`config.mk`:
```
export PLATFORM = sky130hd
export DESIGN_NAME = instr_fetch_flat
export DESIGN_NICKNAME = d
export VERILOG_FILES = /design/src/rtl/instr_fetch_if.sv /design/src/rtl/instr_fetch.sv /design/src/flat_wrapper.sv
export SDC_FILE = /design/constraint.sdc
export NUM_CORES = 1
export LEC_CHECK = 0
export BUFFER_PORTS_ARGS = -buffer_cell sky130_fd_sc_hd__buf_2
export CORE_AREA = 2 2 124 126
export DETAILED_ROUTE_END_ITERATION = 12
export DIE_AREA = 0 0 126 128
export HOLD_SLACK_MARGIN = 0.05
export PLACE_DENSITY = 0.83
export SLEW_MARGIN = 20
export SYNTH_ARGS = -nofsm -noshare
export SYNTH_HDL_FRONTEND = slang
export SYNTH_SLANG_ARGS = --single-unit
```
`constraint.sdc`:
```
create_clock -name clk -period 7.85 [get_ports clk]
set_input_delay 1.57 -clock clk [delete_from_list [all_inputs] [get_ports clk]]
set_output_delay 1.57 -clock clk [all_outputs]
set_load 0.1 [all_outputs]
```
`src/rtl/instr_fetch_if.sv`:
```
// Fetch-unit bus: instruction-memory request/response, redirect input and the
// decode-side valid/ready handshake. The fetch unit takes the master side.
interface instr_fetch_if;
   logic        imem_req;
   logic [31:0] imem_addr;
   logic        imem_rvalid;
   logic [31:0] imem_rdata;
   logic        redirect_valid;
   logic [31:0] redirect_pc;
   logic        instr_valid;
   logic [31:0] instr;
   logic [31:0] pc;
   logic        instr_ready;
   logic        misalign_err;

   modport master (
      output imem_req, imem_addr, instr_valid, instr, pc, misalign_err,
      input  imem_rvalid, imem_rdata, redirect_valid, redirect_pc, instr_ready
   );

   modport slave (
      input  imem_req, imem_addr, instr_valid, instr, pc, misalign_err,
      output imem_rvalid, imem_rdata, redirect_valid, redirect_pc, instr_ready
   );
endinterface

```
`src/rtl/instr_fetch.sv`:
```
// Instruction fetch unit: owns the PC, keeps one fetch in flight and buffers up
// to two {instr, pc} entries for decode. Redirects flush and drop stale fetches.
module instr_fetch #(
   parameter logic [31:0] RESET_PC = 32'h0000_0000
) (
   input logic          clk,
   input logic          rst_n,
   instr_fetch_if.master bus
);

   typedef enum logic [2:0] {StBoot, StFetch, StWait, StFull, StDrop} state_e;

   state_e      state_q, state_d;
   logic [31:0] fetch_pc_q, req_pc_q, addr_q;
   logic        req_q, misalign_q;
   logic [1:0]  count_q, count_nxt;
   logic [31:0] instr0_q, pc0_q, instr1_q, pc1_q;

   logic        pop, redirect, accept;
   logic [31:0] target, fetch_base;

   always_comb begin
      pop        = (count_q != 2'd0) && bus.instr_ready && !bus.redirect_valid;
      redirect   = bus.redirect_valid && (state_q != StBoot);
      accept     = bus.imem_rvalid && (state_q == StWait) && !redirect;
      target     = {bus.redirect_pc[31:2], 2'b00};
      fetch_base = redirect ? target : fetch_pc_q;
      count_nxt  = count_q + {1'b0, accept} - {1'b0, pop};

      state_d = state_q;
      unique case (state_q)
         StBoot:  state_d = StFetch;
         // The request visible this cycle becomes stale on a redirect.
         StFetch: state_d = redirect ? StDrop : StWait;
         StWait: begin
            if (bus.imem_rvalid) begin
               if (redirect)                state_d = StFetch;
               else if (count_nxt == 2'd2)  state_d = StFull;
               else                         state_d = StFetch;
            end else if (redirect) begin
               state_d = StDrop;
            end
         end
         StFull:  if (redirect || pop) state_d = StFetch;
         StDrop:  if (bus.imem_rvalid) state_d = StFetch;
         default: state_d = StBoot;
      endcase
   end

   always_ff @(posedge clk) begin
      if (!rst_n) begin
         state_q    <= StBoot;
         fetch_pc_q <= RESET_PC;
         req_pc_q   <= 32'h0;
         addr_q     <= 32'h0;
         req_q      <= 1'b0;
         misalign_q <= 1'b0;
         count_q    <= 2'd0;
         instr0_q   <= 32'h0;
         pc0_q      <= 32'h0;
         instr1_q   <= 32'h0;
         pc1_q      <= 32'h0;
      end else begin
         state_q    <= state_d;
         misalign_q <= redirect && (bus.redirect_pc[1:0] != 2'b00);
         fetch_pc_q <= fetch_base;
         req_q      <= 1'b0;

         // The request is registered so it is high for the whole StFetch cycle.
         if (state_d == StFetch) begin
            req_q      <= 1'b1;
            addr_q     <= fetch_base;
            req_pc_q   <= fetch_base;
            fetch_pc_q <= fetch_base + 32'd4;
         end

         if (redirect) begin
            count_q <= 2'd0;
         end else begin
            count_q <= count_nxt;
            if (pop) begin
               instr0_q <= instr1_q;
               pc0_q    <= pc1_q;
            end
            // Push lands behind whatever survives this cycle's pop.
            if (accept) begin
               if ((count_q == 2'd0) || ((count_q == 2'd1) && pop)) begin
                  instr0_q <= bus.imem_rdata;
                  pc0_q    <= req_pc_q;
               end else begin
                  instr1_q <= bus.imem_rdata;
                  pc1_q    <= req_pc_q;
               end
            end
         end
      end
   end

   assign bus.imem_req     = req_q;
   assign bus.imem_addr    = addr_q;
   assign bus.instr_valid  = (count_q != 2'd0);
   assign bus.instr        = instr0_q;
   assign bus.pc           = pc0_q;
   assign bus.misalign_err = misalign_q;

endmodule
```
`src/flat_wrapper.sv`:
```
// flat-port wrapper written by rule: the top's interface ports become plain ports
module instr_fetch_flat 
#(
   parameter logic [31:0] RESET_PC = 32'h0000_0000
)
  (clk, rst_n, bus_imem_req, bus_imem_addr, bus_instr_valid, bus_instr, bus_pc, bus_misalign_err, bus_imem_rvalid, bus_imem_rdata, bus_redirect_valid, bus_redirect_pc, bus_instr_ready);
  instr_fetch_if bus_i ();
  input logic clk;
  input logic rst_n;
  output wire logic [$bits(bus_i.imem_req)-1:0] bus_imem_req;
  output wire logic [$bits(bus_i.imem_addr)-1:0] bus_imem_addr;
  output wire logic [$bits(bus_i.instr_valid)-1:0] bus_instr_valid;
  output wire logic [$bits(bus_i.instr)-1:0] bus_instr;
  output wire logic [$bits(bus_i.pc)-1:0] bus_pc;
  output wire logic [$bits(bus_i.misalign_err)-1:0] bus_misalign_err;
  input wire logic [$bits(bus_i.imem_rvalid)-1:0] bus_imem_rvalid;
  input wire logic [$bits(bus_i.imem_rdata)-1:0] bus_imem_rdata;
  input wire logic [$bits(bus_i.redirect_valid)-1:0] bus_redirect_valid;
  input wire logic [$bits(bus_i.redirect_pc)-1:0] bus_redirect_pc;
  input wire logic [$bits(bus_i.instr_ready)-1:0] bus_instr_ready;
  assign bus_imem_req = bus_i.imem_req;
  assign bus_imem_addr = bus_i.imem_addr;
  assign bus_instr_valid = bus_i.instr_valid;
  assign bus_instr = bus_i.instr;
  assign bus_pc = bus_i.pc;
  assign bus_misalign_err = bus_i.misalign_err;
  assign bus_i.imem_rvalid = bus_imem_rvalid;
  assign bus_i.imem_rdata = bus_imem_rdata;
  assign bus_i.redirect_valid = bus_redirect_valid;
  assign bus_i.redirect_pc = bus_redirect_pc;
  assign bus_i.instr_ready = bus_instr_ready;
  instr_fetch #(.RESET_PC(RESET_PC)) u_core (.clk(clk), .rst_n(rst_n), .bus(bus_i));
endmodule
```
# Word-level counts from Yosys, hierarchy flattened
# Cells that the tools add are included.
# op_classes
n_eq_ne	7
n_bitwise	3
mux	17
add_sub_neg	3
reduce_logical	18
# op_table
op	count
$mux W32	8
$add A32 B3 Y32 const B	1
$mux W3	6
$pmux W3 S5	1
$logic_and A1 B1 Y1	7
$eq A3 B1 Y1 const B	2
$eq A3 B2 Y1 const B	2
$reduce_bool A2 Y1	2
$eq A3 B3 Y1 const B	1
$logic_not A3 Y1	1
$not A1 Y1	3
$reduce_and A3 Y1	1
$reduce_bool A3 Y1	1
$add A2 B1 Y2	1
$eq A2 B1 Y1 const B	1
$eq A2 B2 Y1 const B	1
$logic_not A1 Y1	2
$logic_not A2 Y1	1
$logic_or A1 B1 Y1	2
$mux W2	1
$reduce_or A2 Y1	1
$sub A2 B1 Y2	1
$mux W1	1
# totals
ff_bits	199
elab_cells	58
out_inout_bits	99
input_bits	69

# Logic depth before layout (Yosys ltp)
# Gate-level depths: netlist (run 1).
# depth
ltp_word	13
ltp_mapped	12
ltp_nobuf	9

# Least setup slack after synthesis (run 1)
# OpenSTA, ideal clock, no wires.
# synth_timing
kind	input port to flip-flop
startpoint	input bus_redirect_valid
endpoint	register u_core.fetch_pc_q[31]
setup_ns	0.129
required_ns	7.721
path_slack_ns	3.794
t_arrival_ns	3.927
cell_stages	11
cell_sequence	nand2b_1 nor2_1 buf_1 ha_1 xor2_1 or4_4 o211ai_2 or4_1 buf_2 nor3_1 nor3_2
# synth_between
elab_chain_cells	12
# synth_rtl
element	line_no	rtl
start: declaration	flat_wrapper.sv:18	input wire logic [$bits(bus_i.redirect_valid)-1:0] bus_redirect_valid;
$logic_and A1 B1 Y1	instr_fetch.sv:24	redirect = bus.redirect_valid && (state_q != StBoot);
$logic_not A1 Y1	instr_fetch.sv:25	accept = bus.imem_rvalid && (state_q == StWait) && !redirect;
$logic_and A1 B1 Y1	instr_fetch.sv:25	
$add A2 B1 Y2	instr_fetch.sv:28	count_nxt = count_q + {1'b0, accept} - {1'b0, pop};
$sub A2 B1 Y2	instr_fetch.sv:28	
$eq A2 B2 Y1	instr_fetch.sv:38	else if (count_nxt == 2'd2) state_d = StFull;
$mux W2	instr_fetch.sv:38	
$mux W3	instr_fetch.sv:37	if (redirect) state_d = StFetch;
$mux W3	instr_fetch.sv:36	if (bus.imem_rvalid) begin
$pmux W3 S5	instr_fetch.sv:31	unique case (state_q)
$eq A3 B1 Y1	instr_fetch.sv:70	if (state_d == StFetch) begin
$mux W32 (*)	instr_fetch.sv:70	
end signal: assignment	instr_fetch.sv:66	fetch_pc_q <= fetch_base;
end signal: assignment	instr_fetch.sv:74	fetch_pc_q <= fetch_base + 32'd4;
end: declaration	instr_fetch.sv:14	logic [31:0] fetch_pc_q, req_pc_q, addr_q;
# Mark *: on every way between the ends. The rest lies on a longest branch, timed or not.
# A chain may end at the register's enable or synchronous reset.

# Worst setup path after layout (run 1)
# layout_timing
startpoint	input bus_redirect_valid
endpoint	register u_core.fetch_pc_q[18]
# layout_lines
element	line_no	rtl
$logic_and A1 B1 Y1	instr_fetch.sv:24	
$mux W32	instr_fetch.sv:27	fetch_base = redirect ? target : fetch_pc_q;
net u_core.fetch_base[3]	instr_fetch.sv:20	logic [31:0] target, fetch_base;
$add A32 B3 Y32	instr_fetch.sv:74	
$mux W32	instr_fetch.sv:70	
# The timed path passes the listed nets, and every way through them passes these cells.

==> results of run 1 <==
-- layout make-up --
cell class,count,area [µm²],share of cell area (%)
Clock inverter,10,145.1,1.454
Tap cell,188,235.2,2.356
Inverter,5,21.27,0.2130
Multi-Input combinational cell,699,4245,42.52
Timing Repair Buffer,175,899.6,9.010
Sequential cell,199,3984,39.90
Clock buffer,22,454.2,4.549
-- sequential cells by signal (all words and copies together), names as in the netlist --
name	cells
u_core.bus.imem_addr	32
u_core.instr1_q	32
u_core.pc1_q	32
u_core.bus.misalign_err	1
u_core.fetch_pc_q	32
u_core.bus.instr	32
u_core.bus.imem_req	1
u_core.state_q	3
u_core.count_q	2
u_core.bus.pc	32
-- routing by layer --
layer	share of wire [%]	wire length, µm	GRT usage, %
met5	0	0	0
met4	1.4	291	8.533
met3	6.1	1277	4.674
met2	45	9361	37.76
met1	48	10080	38.25
-- through the flow --
stage | area, µm² | hold WS, ns
after floorplan | 8566 | 0.4360
after global placement | 9382 | 0.4420
after detailed placement | 9382 | 0.4461
after CTS | 9981 | 0.4550
after global routing | 9985 | 0.4723
final | 9985 | 0.4555
-- kinds of logic (layout without fill, tap and decap cells) --
group | Yosys count | count (layout) | share of synthesized area [%]
compound gates | 205 | 205 | 16.35
xor+xnor | 18 | 18 | 1.840
fa+ha+maj | 2 | 2 | 0.2921
buf+inv | 81 | 212 | 4.207
flops | 199 | 199 | 46.51
mux | 99 | 99 | 11.57
simple gates | 375 | 375 | 19.24
-- how the worst max path moves through the flow --
stage                            endpoint  depth (start not counted)  slack [ns]
finish              u_core.fetch_pc_q[18]                         10        3.91
CTS                 u_core.fetch_pc_q[18]                         10        3.95
floorplan           u_core.fetch_pc_q[31]                         11        3.79
global route        u_core.fetch_pc_q[18]                         10        3.74
global placement    u_core.fetch_pc_q[18]                         10        3.57
detailed placement  u_core.fetch_pc_q[18]                         10        3.52
-- cells in the final DEF, fill, tap and decap left out, types with 7 or more instances in the layout --
cell type / count
sky130_fd_sc_hd__buf_4: 7
sky130_fd_sc_hd__nand3_1: 16
sky130_fd_sc_hd__xor2_1: 7
sky130_fd_sc_hd__nor3_1: 15
sky130_fd_sc_hd__mux2i_1: 99
sky130_fd_sc_hd__xnor2_1: 11
sky130_fd_sc_hd__and3_1: 9
sky130_fd_sc_hd__o21a_1: 8
sky130_fd_sc_hd__nand2_1: 155
sky130_fd_sc_hd__o21ai_0: 8
sky130_fd_sc_hd__nand4_1: 13
sky130_fd_sc_hd__clkbuf_16: 17
sky130_fd_sc_hd__dfxtp_1: 199
sky130_fd_sc_hd__a21oi_1: 73
sky130_fd_sc_hd__a211oi_1: 94
sky130_fd_sc_hd__nor2_1: 129
sky130_fd_sc_hd__buf_2: 167
-- report_power, final --
part	total, mW	internal, mW	switching [mW]	leakage (nW)
combinational	0.495	0.102	0.393	2.09
sequential	1.11	1.06	0.0507	1.62
clock	0.889	0.512	0.376	0.285
total	2.49	1.67	0.820	3.99
-- critical path, cell delays in order --
cell and delay (ns):
sky130_fd_sc_hd__buf_2 0.15, sky130_fd_sc_hd__o31ai_4 0.07, sky130_fd_sc_hd__buf_4 0.66, sky130_fd_sc_hd__mux2i_1 0.25
sky130_fd_sc_hd__inv_1 0.10, sky130_fd_sc_hd__ha_1 0.25, sky130_fd_sc_hd__o2111ai_2 0.33, sky130_fd_sc_hd__or3_1 0.52
sky130_fd_sc_hd__o31a_1 0.26, sky130_fd_sc_hd__nor3_1 0.12
==> metrics.log, run 1 <==
[metrics] endpoint of the worst hold path: u_core.pc1_q[16]
[metrics] number of remaining DRC errors: 0
[metrics] power per unit of standard cell area: between 200 and 250 nW/µm²
[metrics] instance count along the most critical hold path: 2
[metrics] last weighted congestion value of the routability-driven placer: between 0.8 and 0.9
[metrics] setup total negative slack: 0 ns
[metrics] IR drop worst, VDD: 0.0001503 V
[metrics] Filler Cell Count: ~1200
[metrics] Die Area: 16130 µm²
[metrics] top_reg_cell synth: sky130_fd_sc_hd__dfxtp_1
[metrics] hold_buf cts: 0
[metrics] maximum number of buffers from clock root to sink: 2
[metrics] Post-CTS Repair Setup Buffers: 0
[metrics] worst hold path type: reg2reg
[metrics] signal arrival time at the worst endpoint: roughly 4.3 ns
[metrics] width of the die: approximately 130 µm
[metrics] post-placement setup slack: approximately 3.5 ns
[metrics] crit path launch type: primary input
[metrics] mean instance size in the synthesized netlist: 8.749 µm²
[metrics] clock sinks: between 150 and 200
[metrics] number of flops mapped to enable cells by yosys: 0
[metrics] Critical R2R Capture: u_core.fetch_pc_q[18]
[metrics] area of the placeable core: between 10000 and 15000 µm²
[metrics] Post-Synthesis Cell Area: 8566 µm²
[metrics] count of synthesis-stage warnings from yosys: 0
[metrics] Initial Utilization: 57.63%
[metrics] setup repair after global routing missed its margin: no
[metrics] clock latency on the worst-skew pair: 0.43 ns
[metrics] most common library cells after synthesis: sky130_fd_sc_hd__dfxtp_1 (199), sky130_fd_sc_hd__nand2_1 (156), sky130_fd_sc_hd__nor2_1 (130), sky130_fd_sc_hd__mux2i_1 (99), sky130_fd_sc_hd__a211oi_1 (94)
[metrics] vias in the first global route: about 6600
[metrics] Syn Nets: between 1000 and 1500
[metrics] number of failing hold endpoints at the final stage: 0
[metrics] standard-cell rows: 45
[metrics] clock transition time at the flip-flop clock pins of the worst setup and hold paths: 0.07 ns
[metrics] type of the worst setup path: in2reg
[metrics] area growth from synthesis to final layout: 16.56%
[metrics] Inst Count DP: ~1300
[metrics] final routed wire length divided by cell count: approximately 16 µm
[metrics] top cell type's share of synthesized area: 46.51%
[metrics] Final HPWL DP: around 14000 µm
[metrics] required time of the worst setup path: between 8 and 9 ns
[metrics] pin count of the biggest net entering global routing: between 100 and 150
[metrics] number of nets in the final layout: 1168
[metrics] kind of capture point of the worst setup path: flip-flop
[metrics] average vias per placed instance: 5.725
[metrics] count of state elements after synthesis: about 200
[metrics] sequential cell area fraction in the yosys report: between 40% and 50%
[metrics] number of ports placed on the die boundary: 168
[metrics] cell taking the most area after synthesis: sky130_fd_sc_hd__dfxtp_1
[metrics] Worst Path Max Fanout: 63
[metrics] overall die height: 128 µm
[metrics] cell at the root of the clock tree: sky130_fd_sc_hd__clkbuf_16
[metrics] Buffers on Ports: about 170
[metrics] final max-slew violation count: 0
[metrics] layout cells sized above 1: 19.91%
[metrics] most area-consuming cells after synthesis: sky130_fd_sc_hd__dfxtp_1 (47%), sky130_fd_sc_hd__mux2i_1 (12%), sky130_fd_sc_hd__a211oi_1 (8.2%)
[metrics] number of antenna diodes: 0
[metrics] remaining antenna violation count after routing: 0
[metrics] post-route setup slack: 3.912 ns
[metrics] Worst Max-Slew Pin Slew: 1.070 ns
[metrics] Worst slew margin: around 29%
[metrics] crit path from: bus_redirect_valid
[metrics] total of cells resized after clock tree synthesis: 0
[metrics] count of different cell masters after synthesis: 53
[metrics] logic depth of the worst register-to-register path: 9
[metrics] Pleak: about 4 nW
[metrics] H-tree depth: 4
[metrics] Tcrit/Tclk final: 50.16%
[metrics] number of antenna violations at the first check in global routing: 0
[metrics] final std cells w/o fill: 1298
[metrics] GRT overflow: 0
[metrics] fmax: ~250 MHz
[metrics] count of endpoints failing setup in the final report: 0
[metrics] first-pass iteration count of the detailed router: 5
[metrics] total design power: ~2.5 mW
[metrics] total of max-cap violations: 0
[metrics] Synth async-reset ratio: 0%
[metrics] start of the worst register-to-register path: u_core.state_q[1]
[metrics] TritonCTS Buffers: 17
[metrics] slack of the worst reg-to-reg path: between 4 and 5 ns
[metrics] TritonCTS clock tree: done
[metrics] iteration-0 DRC count of the detailed router: around 800
[metrics] Hold Path Origin: u_core.pc1_q[16]
[metrics] Total Routing Usage GR: 25.73%
[metrics] most used standard cell by instance count after synthesis: sky130_fd_sc_hd__dfxtp_1
[metrics] core utilization of the finished layout: roughly two thirds
[metrics] first-pass GRT wire length: about 34000 µm
[metrics] final critical delay including setup and external delays: between 3 and 4 ns
[metrics] outcome: finished, final reports clean
[metrics] gate count of the mapped netlist: 979
[metrics] number of vias in the routed layout: roughly 7400
[metrics] clock tree skew after final layout: 0.01046 ns
[metrics] total wire length after detailed routing: 21010 µm
(Power assumes the default switching activity.)
==> run 2, diff against run 1 <==
--- a/config.mk
+++ b/config.mk
@@ -6,11 +6,11 @@
 export NUM_CORES = 1
 export LEC_CHECK = 0
 export BUFFER_PORTS_ARGS = -buffer_cell sky130_fd_sc_hd__buf_2
-export CORE_AREA = 2 2 124 126
+export CORE_AREA = 2 2 134 136
 export DETAILED_ROUTE_END_ITERATION = 12
-export DIE_AREA = 0 0 126 128
+export DIE_AREA = 0 0 136 138
 export HOLD_SLACK_MARGIN = 0.05
-export PLACE_DENSITY = 0.83
+export PLACE_DENSITY = 0.76
 export SLEW_MARGIN = 20
 export SYNTH_ARGS = -nofsm -noshare
 export SYNTH_HDL_FRONTEND = slang
==> constraint.sdc (replaced) <==
create_clock -name clk -period 3.6 [get_ports clk]
set_input_delay 0.72 -clock clk [delete_from_list [all_inputs] [get_ports clk]]
set_output_delay 0.72 -clock clk [all_outputs]
set_load 0.1 [all_outputs]
==> run 2 against run 1 <==
Non-clock buffer count rose by 7. Register-to-register slack got worse by 3.8 ns. Via count fell by 1.5%. Total power rose by 120%. Critical path depth fell by 2. Count of clock-buffer cells in the layout fell by 4. Critical path type is now reg2reg. Wire length rose by 0.30%. Die area rose by 16%. Sequential share of layout area fell by 0.49 points. Critical endpoint unchanged.
==> metrics.log, run 2 (synthesis gave the netlist of run 1 again) <==
[metrics] final routed wire length divided by cell count: 15.67 µm (-3.2%)
[metrics] leading cell types in the layout, fill and taps excluded: sky130_fd_sc_hd__dfxtp_1 (199), sky130_fd_sc_hd__buf_2 (167), sky130_fd_sc_hd__nand2_1 (155)
[metrics] type of the worst setup path: reg2reg
[metrics] Post-CTS Repair Setup Buffers: 0 (unchanged)
[metrics] post-route setup slack: 0.8233 ns (-3.089 ns)
[metrics] IR drop worst, VDD: 0.0003570 V (+140%)
[metrics] average vias per placed instance: 5.445 (-4.9%)
[metrics] Final HPWL DP: 14350 µm (+3.1%)
[metrics] start of the worst register-to-register path: u_core.state_q[1]
[metrics] required time of the worst setup path: 3.95 ns (-4.25 ns)
[metrics] overall die height: 138 µm (+7.8%)
[metrics] signal arrival time at the worst endpoint: 3.13 ns (-1.16 ns)
[metrics] post-placement setup slack: 0.5955 ns (-2.928 ns)
[metrics] final critical delay including setup and external delays: around 2.8 ns
[metrics] fmax: roughly 360 MHz
[metrics] endpoint of the worst hold path: u_core.instr1_q[1]
[metrics] most common library cell in the layout ignoring fill and taps: sky130_fd_sc_hd__dfxtp_1
[metrics] pin count of the biggest net entering global routing: 100 (-5.7%)
[metrics] layout cells sized above 1: 20.70% (+0.79 points)
[metrics] first-pass iteration count of the detailed router: 5 (unchanged)
[metrics] count of endpoints failing setup in the final report: 0 (unchanged)
[metrics] number of remaining DRC errors: 0 (unchanged)
[metrics] number of failing hold endpoints at the final stage: 0 (unchanged)
[metrics] first-pass GRT wire length: 33620 µm (-0.31%)
[metrics] H-tree depth: 4 (unchanged)
[metrics] routing usage on met2: 32.93% (-4.8 points)
[metrics] critical path's slowest cell: sky130_fd_sc_hd__or3_1
[metrics] clock transition time at the flip-flop clock pins of the worst setup and hold paths: 0.07 ns (about the same)
[metrics] met3 Usage GRT: 3.924% (-0.75 points)
[metrics] number of vias in the routed layout: 7323 (-1.5%)
[metrics] routing layer with the top usage in global route: met2
[metrics] number of antenna diodes: 0 (unchanged)
[metrics] width of the die: 136 µm (+7.9%)
[metrics] Tcrit/Tclk final: between 70 and 80%
[metrics] Filler Cell Count: 1578 (+29%)
[metrics] Worst Max-Slew Pin Slew: 0.8963 ns (-0.1736 ns)
[metrics] GR Util met1: 32.33% (-5.9 points)
[metrics] Critical R2R Capture: u_core.fetch_pc_q[18]
[metrics] slack of the worst reg-to-reg path: 0.82 ns (-3.77 ns)
[metrics] outcome: finished, final reports clean
[metrics] power per unit of standard cell area: 534.6 nW/µm² (+110%)
[metrics] TritonCTS Buffers: 17 (unchanged)
[metrics] remaining antenna violation count after routing: 0 (unchanged)
[metrics] Worst Path Max Fanout: 8 (-87%)
[metrics] total of max-cap violations: 0 (unchanged)
[metrics] standard-cell rows: 49 (+8.9%)
[metrics] Pleak: 4.029 nW (+0.91%)
[metrics] Total Routing Usage GR: 22.19% (-3.5 points)
[metrics] clock tree skew after final layout: 0.01054 ns (+0.00008160 ns)
[metrics] worst hold path type: reg2reg
[metrics] total wire length after detailed routing: 21070 µm (+0.30%)
[metrics] number of ports placed on the die boundary: 168 (unchanged)
[metrics] clock sinks: 199 (unchanged)
[metrics] number of antenna violations at the first check in global routing: 0 (unchanged)
[metrics] final max-slew violation count: 0 (unchanged)
[metrics] area of the placeable core: 17530 µm² (+18%)
[metrics] cell at the root of the clock tree: sky130_fd_sc_hd__clkbuf_16
[metrics] TritonCTS clock tree: done
[metrics] Initial Utilization: 48.85% (-8.8 points)
[metrics] logic depth of the worst register-to-register path: 8 (-1)
[metrics] iteration-0 DRC count of the detailed router: 500 (-38%)
[metrics] Die Area: 18770 µm² (+16%)
[metrics] number of nets in the final layout: 1175 (+0.60%)
[metrics] setup total negative slack: 0 ns (unchanged)
[metrics] clock latency on the worst-skew pair: 0.43 ns (about the same)
[metrics] GRT overflow: 0 (unchanged)
[metrics] setup repair after global routing missed its margin: no
[metrics] cells along the critical path: o31ai_4, mux2i_1, inv_1, ha_1, o2111ai_2, or3_1, o31a_1, nor3_1
[metrics] vias in the first global route: 6504 (-1.1%)
[metrics] Buffers on Ports: 167 (unchanged)
[metrics] CP max stage delay: 0.51 ns (-0.15 ns)
[metrics] area growth from synthesis to final layout: 18.01%
[metrics] instance count along the most critical hold path: 2 (unchanged)
[metrics] Hold Path Origin: u_core.instr1_q[1]
[metrics] hold_buf cts: 0 (unchanged)
[metrics] last weighted congestion value of the routability-driven placer: 0.8760 (+0.42%)
[metrics] maximum number of buffers from clock root to sink: 2 (unchanged)
[metrics] Worst slew margin: 40.24% (+12 points)
[metrics] kind of capture point of the worst setup path: flip-flop
[metrics] crit path launch type: flip-flop
[metrics] total of cells resized after clock tree synthesis: 0 (unchanged)
run 2: changes by cell type in the layout (fill, tap and decap cells not counted), sizes merged:
cell      previous run  this run
buf                175       182
bufinv               3         2
clkbuf              22        18
clkinv               4         2
clkinvlp             2         5
inv                  6         9
run 2: area by class of cell:
class | count | area (µm²) | area share, %
flip-flops and latches | 199 | 3984 | 39.41
clock buffers | 18 | 439.2 | 4.345
well taps | 229 | 286.5 | 2.835
repair buffers | 182 | 985.9 | 9.754
clock inverters | 13 | 146.4 | 1.448
inverters | 5 | 21.27 | 0.2104
multi-input cells | 699 | 4245 | 42.00
run 2: worst max-delay path by stage:
stage / to / start / slack, ns
6_report: u_core.fetch_pc_q[18] / u_core.state_q[1] / 0.82
2_1_floorplan: u_core.fetch_pc_q[31] / bus_redirect_valid / 0.39
4_1_cts: u_core.fetch_pc_q[18] / u_core.state_q[1] / 0.82
3_3_place_gp: u_core.bus.imem_addr[2] / bus_redirect_valid / 0.65
5_1_grt: u_core.fetch_pc_q[18] / u_core.state_q[1] / 0.63
3_5_place_dp: u_core.fetch_pc_q[31] / bus_redirect_valid / 0.60
run 2: per-stage QoR:
stage                     cell area [µm²]  cells  hold WS (ns)  util, %  total power, mW
after floorplan                      8566    979        0.4360        -            3.308
after global placement               9523   1314        0.4418    54.31            3.535
after detailed placement             9523   1314        0.4465    54.31            3.549
after CTS                           10110   1345        0.4562    57.65            5.437
after global routing                10110   1345        0.4714    57.65            5.600
final                               10110   1345        0.4539    57.65            5.404
run 2: worst max-delay path: cells and delay by family (launching register included):
family,cells,cell delay (ns)
simple gates,2,0.65
flops,1,0.40
mux,1,0.22
buf+inv,1,0.09
compound gates,3,1.05
fa+ha+maj,1,0.27
run 2: per-layer routing:
metal  up-vias  wire (µm)
met3        30        990
li1       3711          -
met1      3386      10370
met5         -          0
met4         0        405
met2       196       9310
run 2: power breakdown:
part	internal (mW)	switching, mW	total (mW)
combinational	0.231	0.862	1.09
sequential	2.31	0.107	2.41
clock	1.05	0.852	1.90
==> run 3, diff against run 2 <==
==> constraint.sdc (replaced) <==
create_clock -name clk -period 2.5 [get_ports clk]
set_input_delay 0.5 -clock clk [delete_from_list [all_inputs] [get_ports clk]]
set_output_delay 0.5 -clock clk [all_outputs]
set_load 0.1 [all_outputs]
==> run 3 against run 2 <==
Fmax rose by 18%. Final cell count increased by 2.6%. Worst setup slack got worse by 0.68 ns. Design area grew 3.6%. Wire length rose by 3.0%. Clock skew fell by 0.0017 ns. Sequential power up 44%. Non-clock buffer count up 34. Clock power is 46% higher. Die area stayed put. Sequential share of layout area decreased by 1.4 points.
==> metrics.log, run 3 (synthesis gave the netlist of run 1 again) <==
[metrics] most repeated library cell on the critical path: sky130_fd_sc_hd__nor3_2
[metrics] Final HPWL DP: 14960 µm (+4.3%)
[metrics] maximum number of buffers from clock root to sink: 2 (unchanged)
[metrics] clock sinks: 199 (unchanged)
[metrics] leading cell types in the layout, fill and taps excluded: sky130_fd_sc_hd__dfxtp_1 (199), sky130_fd_sc_hd__buf_2 (167), sky130_fd_sc_hd__nand2_1 (155)
[metrics] first-pass iteration count of the detailed router: 5 (unchanged)
[metrics] Critical R2R Capture: u_core.fetch_pc_q[31]
[metrics] core utilization of the finished layout: 59.75% (+2.1 points)
[metrics] outcome: finished, final reports clean
[metrics] Pleak: 4.218 nW (+4.7%)
[metrics] last weighted congestion value of the routability-driven placer: 0.8605 (-1.8%)
[metrics] cells along the critical path: buf_4, o31a_1, nor3b_4, a41oi_2, or4_1, nor3_2, nor3_2
[metrics] number of antenna violations at the first check in global routing: 0 (unchanged)
[metrics] total of max-cap violations: 0 (unchanged)
[metrics] area of the placeable core: 17530 µm² (unchanged)
[metrics] required time of the worst setup path: 2.81 ns (-1.14 ns)
[metrics] logic depth of the worst register-to-register path: 7 (-1)
[metrics] TritonCTS clock tree: done
[metrics] type of the worst setup path: reg2reg
[metrics] Worst Path Max Fanout: 8 (unchanged)
[metrics] worst hold path type: in2reg
[metrics] overall die height: 138 µm (unchanged)
[metrics] vias in the first global route: 6975 (+7.2%)
[metrics] number of ports placed on the die boundary: 168 (unchanged)
[metrics] number of nets in the final layout: 1209 (+2.9%)
[metrics] count of endpoints failing setup in the final report: 0 (unchanged)
[metrics] TritonCTS Buffers: 17 (unchanged)
[metrics] final critical delay including setup and external delays: 2.361 ns (-0.4161 ns)
[metrics] Buffers on Ports: 167 (unchanged)
[metrics] setup total negative slack: 0 ns (unchanged)
[metrics] GRT overflow: 0 (unchanged)
[metrics] area used by multi-input combinational logic: 4288 µm² (+1.0%)
[metrics] remaining antenna violation count after routing: 0 (unchanged)
[metrics] IR drop worst, VDD: 0.0005182 V (+45%)
[metrics] Worst slew margin: 57.24% (+17 points)
[metrics] number of failing hold endpoints at the final stage: 0 (unchanged)
[metrics] final max-slew violation count: 0 (unchanged)
[metrics] final routed wire length divided by cell count: 15.72 µm (+0.36%)
[metrics] number of vias in the routed layout: 7546 (+3.0%)
[metrics] Filler Cell Count: 1567 (-0.70%)
[metrics] total wire length after detailed routing: 21700 µm (+3.0%)
[metrics] crit path launch type: flip-flop
[metrics] iteration-0 DRC count of the detailed router: 403 (-19%)
[metrics] most common library cell in the layout ignoring fill and taps: sky130_fd_sc_hd__dfxtp_1
[metrics] critical path's slowest cell: sky130_fd_sc_hd__or4_1
[metrics] clock tree skew after final layout: 0.008880 ns (-0.001658 ns)
[metrics] CP max stage delay: 0.71 ns (+0.20 ns)
[metrics] standard-cell rows: 49 (unchanged)
[metrics] Tcrit/Tclk final: 94.42% (+17 points)
[metrics] start of the worst register-to-register path: u_core.state_q[0]
[metrics] fmax: 423.6 MHz (+18%)
[metrics] Die Area: 18770 µm² (unchanged)
[metrics] cell at the root of the clock tree: sky130_fd_sc_hd__clkbuf_16
[metrics] number of antenna diodes: 0 (unchanged)
[metrics] end of the critical path: u_core.fetch_pc_q[31]
[metrics] width of the die: 136 µm (unchanged)
[metrics] setup repair after global routing missed its margin: no
[metrics] Initial Utilization: 48.85% (unchanged)
[metrics] H-tree depth: 4 (unchanged)
[metrics] sequential cell area in the final layout: 3984 µm² (unchanged)
[metrics] area growth from synthesis to final layout: 22.31%
[metrics] power per unit of standard cell area: 754.7 nW/µm² (+41%)
[metrics] signal arrival time at the worst endpoint: 2.67 ns (-0.46 ns)
[metrics] slack of the worst reg-to-reg path: 0.14 ns (-0.68 ns)
[metrics] kind of capture point of the worst setup path: flip-flop
[metrics] pin count of the biggest net entering global routing: 85 (-15%)
[metrics] first-pass GRT wire length: 35410 µm (+5.3%)
[metrics] average vias per placed instance: 5.468 (+0.43%)
[metrics] layout cells sized above 1: 23.46% (+2.8 points)
[metrics] clock transition time at the flip-flop clock pins of the worst setup and hold paths: 0.07 ns (about the same)
[metrics] crit path from: u_core.state_q[0]
[metrics] hold_buf cts: 0 (unchanged)
[metrics] clock latency on the worst-skew pair: 0.43 ns (about the same)
[metrics] Total Routing Usage GR: 23.40% (+1.2 points)
[metrics] number of remaining DRC errors: 0 (unchanged)
[metrics] Worst Max-Slew Pin Slew: 0.6414 ns (-0.2549 ns)
## run 3: cell types whose count changed in the layout (fill, tap and decap cells not counted), moves of 2 or more
cell | previous run | this run
sky130_fd_sc_hd__buf_12 | 3 | 7
sky130_fd_sc_hd__buf_4 | 12 | 41
sky130_fd_sc_hd__ha_1 | 2 | 0
sky130_fd_sc_hd__clkinv_4 | 1 | 3
## run 3: timing repair
item	in CTS	in global routing
endpoints found under the hold margin	0	0
buffers inserted	0	0
setup endpoints to repair	0	3
gates resized for setup	0	3
## run 3: layer usage
metal | part of all wire, % | global-route usage (%)
met5 | 0 | 0
met3 | 5.2 | 4.840
met2 | 45 | 36.23
met1 | 48 | 32.72
met4 | 1.9 | 7.346
## run 3: worst min path at each step
stage                             from                       to  slack (ns)  cells past startpoint
finish              bus_redirect_pc[0]  u_core.bus.misalign_err        0.30                      3
global route         bus_imem_rdata[9]       u_core.instr1_q[9]        0.31                      3
CTS                 bus_redirect_pc[0]  u_core.bus.misalign_err        0.29                      3
detailed placement    u_core.pc1_q[15]         u_core.pc1_q[15]        0.45                      2
global placement       u_core.pc1_q[3]          u_core.pc1_q[3]        0.44                      2
floorplan           u_core.instr1_q[0]       u_core.instr1_q[0]        0.44                      2
## run 3: area by class of cell
| cell class | instances | share of cell area, % |
|---|---|---|
| multi-input cells | 699 | 40.93 |
| flip-flops and latches | 199 | 38.03 |
| repair buffers | 216 | 12.36 |
| clock buffers | 20 | 4.359 |
| well taps | 229 | 2.735 |
| clock inverters | 12 | 1.362 |
| inverters | 5 | 0.2269 |
## run 3: critical path: cells and delay by family (launching register included)
kind            cells  cell delay [ns]
buf+inv             1             0.16
simple gates        4             1.25
compound gates      2             0.49
flops               1             0.33
## run 3: where the power goes
| part | leakage [nW] | total, mW | switching, mW | internal [mW] |
|---|---|---|---|---|
| clock network | 0.280 | 2.78 | 1.24 | 1.54 |
| logic | 2.32 | 1.66 | 1.26 | 0.396 |
| registers | 1.62 | 3.47 | 0.149 | 3.32 |
| total | 4.22 | 7.91 | 2.65 | 5.26 |
## run 3: stage by stage
stage,setup slack (ns),cells,area (µm²),hold slack [ns],power (mW)
floorplan,-0.1061,979,8663,0.4360,4.797
global placement,-0.05904,1348,9867,0.4421,5.170
detailed placement,-0.1354,1348,9867,0.4463,5.192
CTS,0.1199,1380,10470,0.2900,7.945
global route,0.005402,1380,10480,0.3092,8.187
finish,0.1395,1380,10480,0.3008,7.906
